File: src/rtl/iic_arb_pkg.sv
// iic_arb_pkg: shared types and defaults for the I2C register-access arbiter
package iic_arb_pkg;

    localparam int RST_LEN_DEF = 4;

    typedef enum logic [2:0] {
        IDLE,
        START,
        WAIT,
        RESP,
        RECOVER
    } iic_arb_state_t;

    typedef struct packed {
        logic [6:0] dev_addr;
        logic [7:0] reg_addr;
        logic       w;
        logic [7:0] wd;
    } iic_req_t;

endpackage

File: src/rtl/iic_arbiter_rr_pick.sv
// rr_pick: combinational round-robin selector, first set request after last
module rr_pick #(
    parameter int N  = 4,
    parameter int GW = $clog2(N)
) (
    input  logic [N-1:0]  req,
    input  logic [GW-1:0] last,
    output logic          valid,
    output logic [GW-1:0] g
);

    logic [GW-1:0] idx;

    // scan from farthest to nearest so the nearest set bit after last wins
    always_comb begin
        valid = |req;
        g     = '0;
        idx   = '0;
        for (int i = N; i >= 1; i--) begin
            idx = GW'((int'(last) + i) % N);
            if (req[idx]) g = idx;
        end
    end

endmodule

File: src/rtl/iic_arbiter.sv
// iic_arbiter: round-robin sharing of one iic_master among N register clients
module iic_arbiter
    import iic_arb_pkg::*;
#(
    parameter int N       = 4,
    parameter int TIMEOUT = 1000000,
    parameter int RST_LEN = RST_LEN_DEF
) (
    input  logic           clk,
    input  logic           rst_n,
    input  logic           en,
    input  logic [N-1:0]   req,
    input  logic [N*7-1:0] req_dev_addr,
    input  logic [N*8-1:0] req_reg_addr,
    input  logic [N-1:0]   req_w,
    input  logic [N*8-1:0] req_wd,
    output logic [N-1:0]   ack,
    output logic [N-1:0]   err,
    output logic [7:0]     rdata,
    output logic           busy,
    output logic           m_start,
    output logic [6:0]     m_dev_addr,
    output logic [7:0]     m_reg_addr,
    output logic           m_w,
    output logic [7:0]     m_wd,
    input  logic [7:0]     m_rdata,
    input  logic           m_done,
    output logic           m_rst_n
);

    localparam int GW = $clog2(N);
    localparam int CW = $clog2(TIMEOUT + 1);

    iic_arb_state_t state_q, state_d;
    logic [GW-1:0]  g_q, g_d, last_q, last_d, pick_g;
    logic [CW-1:0]  cnt_q, cnt_d;
    iic_req_t       fld_q, fld_d, sel;
    logic [7:0]     rdata_q, rdata_d;
    logic [N-1:0]   ack_q, ack_d, err_q, err_d;
    logic           m_start_q, m_start_d, m_rst_n_q, m_rst_n_d, busy_q, busy_d;
    logic           pick_valid;

    rr_pick #(.N(N), .GW(GW)) u_pick (
        .req   (req),
        .last  (last_q),
        .valid (pick_valid),
        .g     (pick_g)
    );

    // fields of the client the selector currently points at
    always_comb begin
        sel.dev_addr = req_dev_addr[int'(pick_g)*7 +: 7];
        sel.reg_addr = req_reg_addr[int'(pick_g)*8 +: 8];
        sel.w        = req_w[pick_g];
        sel.wd       = req_wd[int'(pick_g)*8 +: 8];
    end

    // next state and next registered outputs; the counter times WAIT and then RECOVER
    always_comb begin
        state_d   = state_q;
        g_d       = g_q;
        last_d    = last_q;
        cnt_d     = cnt_q;
        fld_d     = fld_q;
        rdata_d   = rdata_q;
        ack_d     = '0;
        err_d     = '0;
        m_start_d = 1'b0;
        m_rst_n_d = 1'b1;
        case (state_q)
            IDLE: if (en && pick_valid) begin
                state_d   = START;
                g_d       = pick_g;
                fld_d     = sel;
                m_start_d = 1'b1;
            end
            START: begin
                cnt_d   = '0;
                state_d = WAIT;
            end
            WAIT: if (m_done) begin
                rdata_d    = m_rdata;
                ack_d[g_q] = 1'b1;
                state_d    = RESP;
            end else if (cnt_q == CW'(TIMEOUT - 1)) begin
                err_d[g_q] = 1'b1;
                cnt_d      = '0;
                state_d    = RECOVER;
            end else begin
                cnt_d = cnt_q + CW'(1);
            end
            RESP: begin
                last_d  = g_q;
                state_d = IDLE;
            end
            RECOVER: begin
                last_d = g_q;
                if (cnt_q == CW'(RST_LEN)) begin
                    state_d = IDLE;
                end else begin
                    m_rst_n_d = 1'b0;
                    cnt_d     = cnt_q + CW'(1);
                end
            end
            default: state_d = IDLE;
        endcase
        busy_d = state_d != IDLE;
    end

    // state and output registers
    always_ff @(posedge clk or negedge rst_n) begin
        if (!rst_n) begin
            state_q   <= IDLE;
            g_q       <= '0;
            last_q    <= GW'(N - 1);
            cnt_q     <= '0;
            fld_q     <= '0;
            rdata_q   <= '0;
            ack_q     <= '0;
            err_q     <= '0;
            m_start_q <= 1'b0;
            m_rst_n_q <= 1'b1;
            busy_q    <= 1'b0;
        end else begin
            state_q   <= state_d;
            g_q       <= g_d;
            last_q    <= last_d;
            cnt_q     <= cnt_d;
            fld_q     <= fld_d;
            rdata_q   <= rdata_d;
            ack_q     <= ack_d;
            err_q     <= err_d;
            m_start_q <= m_start_d;
            m_rst_n_q <= m_rst_n_d;
            busy_q    <= busy_d;
        end
    end

    assign ack        = ack_q;
    assign err        = err_q;
    assign rdata      = rdata_q;
    assign busy       = busy_q;
    assign m_start    = m_start_q;
    assign m_dev_addr = fld_q.dev_addr;
    assign m_reg_addr = fld_q.reg_addr;
    assign m_w        = fld_q.w;
    assign m_wd       = fld_q.wd;
    assign m_rst_n    = m_rst_n_q;

endmodule

File: config.mk
export PLATFORM = sky130hd
export DESIGN_NAME = iic_arbiter
export DESIGN_NICKNAME = d
export VERILOG_FILES = /design/src/rtl/iic_arb_pkg.sv /design/src/rtl/iic_arbiter_rr_pick.sv /design/src/rtl/iic_arbiter.sv
export SDC_FILE = /design/constraint.sdc
export NUM_CORES = 1
export LEC_CHECK = 0
export CAP_MARGIN = 20
export CORE_AREA = 2 2 102 104
export CTS_CLUSTER_SIZE = 30
export DETAILED_ROUTE_END_ITERATION = 12
export DIE_AREA = 0 0 104 106
export DONT_BUFFER_PORTS = 1
export PLACE_DENSITY_LB_ADDON = 0.2
export SKIP_CTS_REPAIR_TIMING = 1
export SKIP_LAST_GASP = 1
export SLEW_MARGIN = 20
export SYNTH_ARGS = -nofsm -noshare
export SYNTH_HDL_FRONTEND = slang
export SYNTH_SLANG_ARGS = --single-unit
File: constraint.sdc
create_clock -name clk -period 2 [get_ports clk]
set_input_delay 0.3 -clock clk [delete_from_list [all_inputs] [get_ports clk]]
set_output_delay 0.3 -clock clk [all_outputs]
set_load 0.03 [all_outputs]
== After elaboration in Yosys (flattened, before gate mapping) ==
Cells that the tools add are included.
Word-level totals
  register bits: 70
  bits in latches: 0
  memory bits (writable): 0
  bits in read-only memories: 0
  output and inout port bits: 43
  logic and storage cells: 82
  memories kept: 0
Operators by class
  add/sub/neg operators: 5
  multipliers: 1
  div/mod/pow operators: 0
  magnitude comparators: 7
  equal/unequal tests: 8
  shift operators: 3
  multiplexer cells: 34
  bitwise gates (word level): 0
  reduce and logical (&&, ||, !) cells: 10
Operators by type and width (count)
  32-bit by 6-bit indexed part select with 8-bit output: 2
  20-bit two-way mux: 3
  20-bit case mux with 3 select lines: 1
  28-bit by 6-bit indexed part select with 7-bit output: 1
  20-bit by 1-bit adder with 20-bit output (second input constant): 1
  20-bit == test (second input constant): 1
  20-bit by 3-bit == test with 1-bit output (second input constant): 1
  4-bit two-way mux: 5
  2-bit by 3-bit less-than comparator with 1-bit output (second input constant): 6
  3-bit two-way mux: 4
  3-bit case mux with 4 select lines: 1
  1-bit binary-select mux with 2-bit select: 5
  1-bit two-way mux: 10
  2-bit two-way mux: 4
  3-bit by 2-bit == test with 1-bit output (second input constant): 2
  3-bit nonzero test: 2
  2-bit by 3-bit multiplier with 5-bit output (second input constant): 1
  2-bit by 1-bit adder with 2-bit output (second input constant): 2
  2-bit adder (second input constant): 2
  2-bit != test (second input constant): 2
  2-bit AND reduction: 2
  4-bit OR reduction: 1
  3-bit by 1-bit == test with 1-bit output (second input constant): 1
  3-bit == test (second input constant): 1
  6 further kinds: 7

== Longest topological paths before layout ==
Gate-level depths: netlist of the first run.
  depth after elaboration: 9
  gate-level depth with buffers: 8

== Hierarchy ==
A second synthesis of the first run with hierarchy kept.
Unflattened totals
  cells, all modules: 311
  area, all modules: 3776.1 µm²
By module, submodules not included
  iic_arbiter: times used 1, cells each 297, area an instance 3684.8 µm²
  rr_pick: times used 1, cells each 14, area an instance 91.3 µm²

== Worst setup path before layout of the first run ==
Ideal clock, no wire load.
  kind: flip-flop to flip-flop
  from: register cnt_q[6]
  to: register cnt_q[0]
  library setup time: 0.125 ns
  arrival: 1.911 ns
  required time: 1.875 ns
  setup slack: -0.036 ns
  stages on the path, launching flop included: 7
  path buffers: 1
  clock period less this slack: 2.036 ns
  cell sequence: dfrtp_1 -> or4_1 -> nor4_4 -> a31o_4 -> buf_6 -> a311oi_1 -> mux2_4
On the way
  cells in the longest elaborated chain, start to end: 4
  elaborated cells between the ends (all ways): 7
Ends and longest elaborated chain
  start: declaration: line iic_arbiter.sv:36  | logic [CW-1:0] cnt_q, cnt_d;
  start signal: assignment: line iic_arbiter.sv:128  | cnt_q <= cnt_d;
  20-bit == test: line iic_arbiter.sv:85  | end else if (cnt_q == CW'(TIMEOUT - 1)) begin
  20-bit two-way mux: line iic_arbiter.sv:85
  20-bit two-way mux: line iic_arbiter.sv:81  | WAIT: if (m_done) begin
  20-bit case mux with 3 select lines: line iic_arbiter.sv:70  | case (state_q)
Several ways; a longest one is shown, not always the timed one. The select of a mux whose other input is x is not followed.
A chain may end at the register's enable or synchronous reset.

== Worst setup path in the final report of the first run ==
  from: register cnt_q[12]
  to: register cnt_q[0]
The elaborated chain is that of the path after synthesis.

==> flow_metrics.tcl, run 1 <==
set metrics [dict create \
    rsz0062_at_grt "true" \
    cp.arrival_ns 2.34 \
    relSlewSlack 0.684 \
    synth_area_leader_cell "dfrtp_1" \
    cts.path.max_buffers 2 \
    syn_nets 480 \
    grt_pass1_vias 2900 \
    start_kind "flip-flop" \
    die_x_um 104 \
    ys_ff_latch 70 \
    htree_levels 3 \
    fin_area_um2 4550 \
    die_y_um 106 \
    num_vias 3009 \
    r2r_end "cnt_q[0]$_DFFE_PN0P_" \
    hold_viol 0 \
    grtUsageTotal 0.172 \
    clk_pin_slew_ns 0.09 \
    layout.nets 509 \
    slowest_stage "or4_4" \
    outcome "complete, but fails checks" \
    final.setup_skew_ns 0.0157 \
    violations "negative setup slack" \
    insertion_delay_ns 0.36 \
    syn_area_um2 3760 \
    r2r_cells 5 \
    worst_pin_slew_ns 0.474 \
    synthDistinctLibCells 47 \
    peakVddDrop_mv 0.326 \
    grt_max_degree 71 \
    min_period_over_period 1.05 \
    place_ws_ns 0.0205 \
    avgRoutedWirePerCell_um 18.0 \
    critPathCaptureType "flip-flop" \
    max_freq_mhz 475 \
    grt_pass1_wl_mm 15.1 \
    leakage_nw 2.14 \
    ctsRootBufferMaster "clkbuf_8" \
    ant_nets 0 \
    first_pass_iters 5 \
    place_area_um2 4160 \
    path_max_fanout 6 \
    drive_gt1_frac 0.228 \
    mostFrequentLayoutCell "dfrtp_1" \
    port_buffers 0 \
    synth.avg_cell_area_um2 10.3 \
    seq_area_frac_synth 0.467 \
    worst_slack_ns -0.107 \
    dp_hpwl_mm 6.90 \
    hold_slack_ns 0.0837 \
    drt_iter0_markers 155 \
    synthTopCellsByArea "dfrtp_1 (45%), mux2i_1 (13%), o221ai_1 (5.6%), nand2_1 (4.5%), mux2_2 (2.7%)" \
    drc_errors 0 \
    core_area_um2 10000 \
    dieArea_um2 11000 \
    rrSetupSlack_ns -0.11 \
    clock_sinks 70 \
    initial_core_util 0.376 \
    cap_violations 0 \
    startpoint "cnt_q[12]$_DFFE_PN0P_" \
    grt-ovfl-total 0 \
    gp_congestion 0.802 \
    postSynth.asyncResetShare 1.00 \
    min_path_type "in2reg" \
    synthFlopType "dfrtp_1" \
    synth-warning-count 0 \
    area_growth_pct 21.1 \
    fin_crit_ns 2.11 \
    cpPeakStageDelay_ns 0.58 \
    synth_edf_count 0 \
    setup.worst_path.class "reg2reg" \
    setup_viol 18 \
    crit_chain "or4_4, nor4_4, a31o_4, a311oi_4, mux2_4" \
    cts_tree "yes" \
    required_ns 2.23 \
    endpoint "cnt_q[0]$_DFFE_PN0P_" \
    row_count 37 \
    final_cell_mix "dfrtp_1 (67), mux2i_1 (50), nand2_1 (45)" \
    powerDensity_nw_per_um2 632 \
    maxSlewViolCount 0 \
    reg2reg_from "cnt_q[12]$_DFFE_PN0P_" \
    netlist_instances 366 \
    cts-buffers-inserted 9 \
    antenna_found_initial 0 \
    drt-total-wl_mm 9.65 \
    antenna_cells 0 \
    ioPinCount 155 \
    synth_top_area_share 0.446 \
    viasPerCell 5.61 \
]
## final cells by class
type | instances | area (um2)
clock buffers | 10 | 128
flip-flops and latches | 70 | 1760
multi-input cells | 272 | 2010
fillers | 960 | 5450
repair buffers | 38 | 383
inverters | 4 | 15.0
clock inverters | 6 | 93.8
well taps | 136 | 170
## cells by family (layout without fill, tap and decap cells)
kind of cell / count (synthesis) / after routing / share of synthesized area
AOI/OAI and AO/OA: 71 / 72 / 0.130
muxes: 60 / 60 / 0.164
adders and majority gates: 2 / 2 / 0.00665
buffers and inverters: 25 / 58 / 0.0316
DFF: 70 / 70 / 0.467
and+or+nand+nor: 135 / 135 / 0.194
xor gates and xnor gates: 3 / 3 / 0.00699
## state kept, by name, indices dropped and copies added, names as in the netlist
name        cells
ack             4
busy            1
cnt_q          20
err             4
g_q             2
last_q          2
m_dev_addr      7
m_reg_addr      8
m_rst_n         1
m_start         1
m_w             1
m_wd            8
rdata           8
state_q         3
## worst max-delay path: cells and delay by family, from the launching register on
| family | cells | cell delay, ns |
|---|---|---|
| AOI/OAI and AO/OA | 2 | 0.38 |
| DFF | 1 | 0.38 |
| and+or+nand+nor | 2 | 0.96 |
| muxes | 1 | 0.27 |
## worst min-delay path by stage
stage	startpoint	end	slack (ns)	cells after the start
after CTS	rst_n	g_q[1]$_DFFE_PN0P_	-0.39	0
after detailed placement	rst_n	rdata[1]$_DFFE_PN0P_	0.008	0
after floorplan	rst_n	ack[0]$_DFF_PN0_	0.004	0
final	m_rdata[5]	rdata[5]$_DFFE_PN0P_	0.08	1
after global routing	m_rdata[5]	rdata[5]$_DFFE_PN0P_	0.07	1
after global placement	rst_n	rdata[1]$_DFFE_PN0P_	0.007	0
## where the power goes
part	internal (mW)	switching [mW]	leakage (nW)
sequential	1.41	0	0.947
combinational	0.0767	0.0896	1.09
clock	0.714	0.582	0.107
total	2.20	0.672	2.14
## routing by layer
metal  share of wire  track usage  wire length, um  vias to the layer above
li1                -            -                -                     1422
met5               0            0                0                        -
met1            0.41        0.210             4000                     1475
met4           0.012       0.0473              112                        0
met2            0.50        0.289             4830                      103
met3           0.073       0.0619              703                        9
## cell usage after synthesis, types with 2 or more instances
library cell / n
nor2_1: 20
mux2i_1: 50
nor4_1: 2
xnor2_1: 3
ha_1: 2
dfrtp_1: 67
o22ai_1: 3
nand4_1: 3
nand2_1: 45
nor2b_1: 2
and3_1: 3
buf_2: 14
nor3b_1: 3
or3_1: 15
a21oi_1: 18
nand3_1: 13
nor3_1: 6
mux2_2: 9
clkbuf_1: 5
inv_1: 4
nand2b_1: 7
o221ai_1: 24
a21o_1: 4
or4_1: 3
a311oi_1: 2
o21ai_0: 16
dfstp_2: 3
## through the flow
| step | TNS (ns) | std cells | utilization | power, mW |
|---|---|---|---|---|
| floorplan | 0 | 366 | - | 1.56 |
| global placement | 0 | 515 | 0.416 | 1.57 |
| detailed placement | 0 | 515 | 0.416 | 1.57 |
| CTS | -0.0114 | 531 | 0.438 | 2.88 |
| global route | -2.54 | 536 | 0.455 | 3.00 |
| finish | -1.35 | 536 | 0.455 | 2.88 |
(Power assumes the default switching activity.)
==> inputs of run 2 (changes only) <==
--- a/config.mk
+++ b/config.mk
@@ -5,11 +5,11 @@
 export SDC_FILE = /design/constraint.sdc
 export NUM_CORES = 1
 export LEC_CHECK = 0
-export CAP_MARGIN = 20
-export CORE_AREA = 2 2 102 104
+export ABC_AREA = 1
+export CORE_AREA = 2 2 112 114
 export CTS_CLUSTER_SIZE = 30
 export DETAILED_ROUTE_END_ITERATION = 12
-export DIE_AREA = 0 0 104 106
+export DIE_AREA = 0 0 114 116
 export DONT_BUFFER_PORTS = 1
 export PLACE_DENSITY_LB_ADDON = 0.2
 export SKIP_CTS_REPAIR_TIMING = 1
==> run 2 against run 1 <==
- the flow still finishes with violations (negative setup slack)
- cell area increased by 23%
- register-to-register slack improved by 0.08 ns
- largest cell class unchanged
- cell count increased by 60%
- die area rose by 20%
==> flow_metrics.tcl, run 2 <==
set metrics [dict create \
    cap_violations 0 \
    maxSlewViolCount 0 \
    drt-total-wl_mm 13.8 \
    critPathCaptureType "flip-flop" \
    whs_path_depth 2 \
    synth.avg_cell_area_um2 6.82 \
    htree_levels 3 \
    largest_register "cnt_q" \
    final_core_util 0.472 \
    final.setup_skew_ns 0.00990 \
    peakVddDrop_mv 0.835 \
    cpMostUsedCell "nand2_1" \
    ant_nets 0 \
    start_kind "flip-flop" \
    cts_tree "yes" \
    leakage_nw 2.83 \
    drive_gt1_frac 0.146 \
    area_growth_pct 22.7 \
    seq_area_frac_synth 0.383 \
    setup.worst_path.class "reg2reg" \
    gp_congestion 0.933 \
    finalPower_mw 9.52 \
    path_max_fanout 10 \
    antenna_cells 0 \
    slowest_stage "dfstp_2" \
    layout.nets 822 \
    cts.path.max_buffers 2 \
    synthTopCellsByCount "nand2_1 (212), inv_1 (106), nand3_1 (100), dfrtp_1 (67), nor3_1 (25)" \
    dieArea_um2 13200 \
    synth_top_area_share 0.366 \
    outcome "complete, but fails checks" \
    avgRoutedWirePerCell_um 16.1 \
    violations "negative setup slack" \
    netlist_instances 672 \
    num_vias 4506 \
    synthTopCellsByArea "dfrtp_1 (37%), nand2_1 (17%), nand3_1 (11%), inv_1 (8.7%), o211ai_1 (2.9%)" \
    cp_num_buf_inv 4 \
    crit_chain "buf_6, nand2_1, nand3_2, nand2_1, inv_1, nand2_2, nand2_2, nand2_4, nand2_8, buf_12, clkbuf_16, nand2_1, o211ai_1, nand3_1" \
    dp_hpwl_mm 9.52 \
    ys_ff_latch 70 \
    drt_iter0_markers 219 \
    dp_cells 827 \
    relSlewSlack 0.703 \
    viasPerCell 5.24 \
    rsz0062_at_grt "true" \
    crit_family "simple AND/OR/NAND/NOR gates" \
    r2r_cells 14 \
    r2r_end "m_dev_addr[2]$_DFFE_PN0P_" \
    grt_max_degree 71 \
    insertion_delay_ns 0.34 \
    clock_sinks 70 \
    drc_errors 0 \
    hold_end "rdata[4]$_DFFE_PN0P_" \
    max_freq_mhz 494 \
    synth_area_leader_cell "dfrtp_1" \
    worst_pin_slew_ns 0.441 \
    antenna_found_initial 0 \
    synth-warning-count 0 \
    fin_crit_ns 2.02 \
    die_x_um 114 \
    hold_slack_ns 0.0813 \
    mostFrequentLayoutCell "nand2_1" \
    ioPinCount 155 \
    grt_pass1_vias 4144 \
    rrSetupSlack_ns -0.02 \
    syn_area_um2 4580 \
    row_count 40 \
    min_path_type "in2reg" \
    grt_pass1_wl_mm 20.7 \
    core_area_um2 11900 \
    synth_edf_count 0 \
    layout.cells.non_filler 860 \
    postSynth.asyncResetShare 1.00 \
    cpPeakStageDelay_ns 0.61 \
    port_buffers 0 \
    clk_pin_slew_ns 0.07 \
    cts-buffers-inserted 9 \
    synthFlopType "dfrtp_1" \
    setup_viol 8 \
    grtUsageTotal 0.199 \
    die_y_um 116 \
    yosysMostFrequentCell "nand2_1" \
    required_ns 2.21 \
    final_cell_mix "nand2_1 (210), inv_1 (103), nand3_1 (96)" \
    largest_reg_flops 20 \
    min_from "m_rdata[4]" \
    initial_core_util 0.385 \
    min_period_over_period 1.01 \
    synthDistinctLibCells 38 \
    cp.arrival_ns 2.24 \
    first_pass_iters 4 \
    powerDensity_nw_per_um2 1690 \
    syn_nets 786 \
    reg2reg_from "last_q[0]$_DFFE_PN1P_" \
    hold_viol 0 \
    ctsRootBufferMaster "clkbuf_16" \
    grt-ovfl-total 0 \
    worst_slack_ns -0.0233 \
]
-- run 2: cell types whose count changed in the layout (fill, tap and decap cells not counted), moves of 10 or more --
cell | previous run | this run
o221ai_1 | 24 | 0
xor2_1 | 0 | 12
o211ai_1 | 1 | 18
or2_1 | 0 | 10
nand3_1 | 13 | 96
clkbuf_16 | 1 | 15
inv_1 | 4 | 103
nand2_1 | 45 | 210
mux2i_1 | 50 | 0
o21ai_0 | 6 | 18
or3_1 | 12 | 0
nor3_1 | 6 | 22
-- run 2: through the flow --
stage	instance area [um2]	setup TNS (ns)	setup slack (ns)
3_3_place_gp	4930	0	0.0359
3_5_place_dp	4930	-0.270	-0.0413
6_report	5620	-0.103	-0.0233
2_1_floorplan	4580	0	0.113
5_1_grt	5620	-2.77	-0.147
4_1_cts	5220	-0.951	-0.0702
-- run 2: final cells by class --
type                            count  area (um2)
Multi-Input combinational cell    468        2380
Sequential cell                    70        1760
Fill cell                        1217        6290
Inverter                          109         417
Timing Repair Buffer               50         597
Tap cell                          147         184
Clock buffer                       11         253
Clock inverter                      5        38.8
-- run 2: power by group --
group,internal (mW),total (mW),switching (mW)
sequential,1.85,2.89,1.04
combinational,2.23,5.04,2.81
clock,0.919,1.58,0.665
-- run 2: routing by layer --
metal	wire, um	share of wire	global-route usage
met1	6140	0.44	0.264
met2	6660	0.48	0.323
met3	830	0.060	0.0492
met4	190	0.014	0.0650
met5	0	0	0
-- run 2: kinds of logic (layout without fill, tap and decap cells) --
group	count (synthesis)	count (layout)	synth area share
AOI/OAI and AO/OA	57	57	0.0759
xor gates and xnor gates	12	12	0.0229
adders and majority gates	2	2	0.00546
buffers and inverters	134	175	0.120
DFF	70	70	0.383
and+or+nand+nor	397	397	0.393
-- run 2: how the worst max path moves through the flow --
stage / startpoint / endpoint / slack (ns) / depth (start not counted)
2_1_floorplan: last_q[0]$_DFFE_PN1P_ / m_dev_addr[2]$_DFFE_PN0P_ / 0.11 / 13
3_3_place_gp: last_q[0]$_DFFE_PN1P_ / m_wd[2]$_DFFE_PN0P_ / 0.04 / 13
3_5_place_dp: last_q[0]$_DFFE_PN1P_ / m_dev_addr[2]$_DFFE_PN0P_ / -0.04 / 13
4_1_cts: last_q[0]$_DFFE_PN1P_ / m_wd[7]$_DFFE_PN0P_ / -0.07 / 13
5_1_grt: last_q[0]$_DFFE_PN1P_ / m_reg_addr[5]$_DFFE_PN0P_ / -0.15 / 13
6_report: last_q[0]$_DFFE_PN1P_ / m_dev_addr[2]$_DFFE_PN0P_ / -0.02 / 14
-- run 2: worst register-to-register path: cells and delay by family, from the launching register on --
family,cells,cell delay [ns]
AO/OA/AOI/OAI,1,0.10
flip-flops,1,0.61
AND/OR/NAND/NOR,9,0.71
buffers and inverters,4,0.49
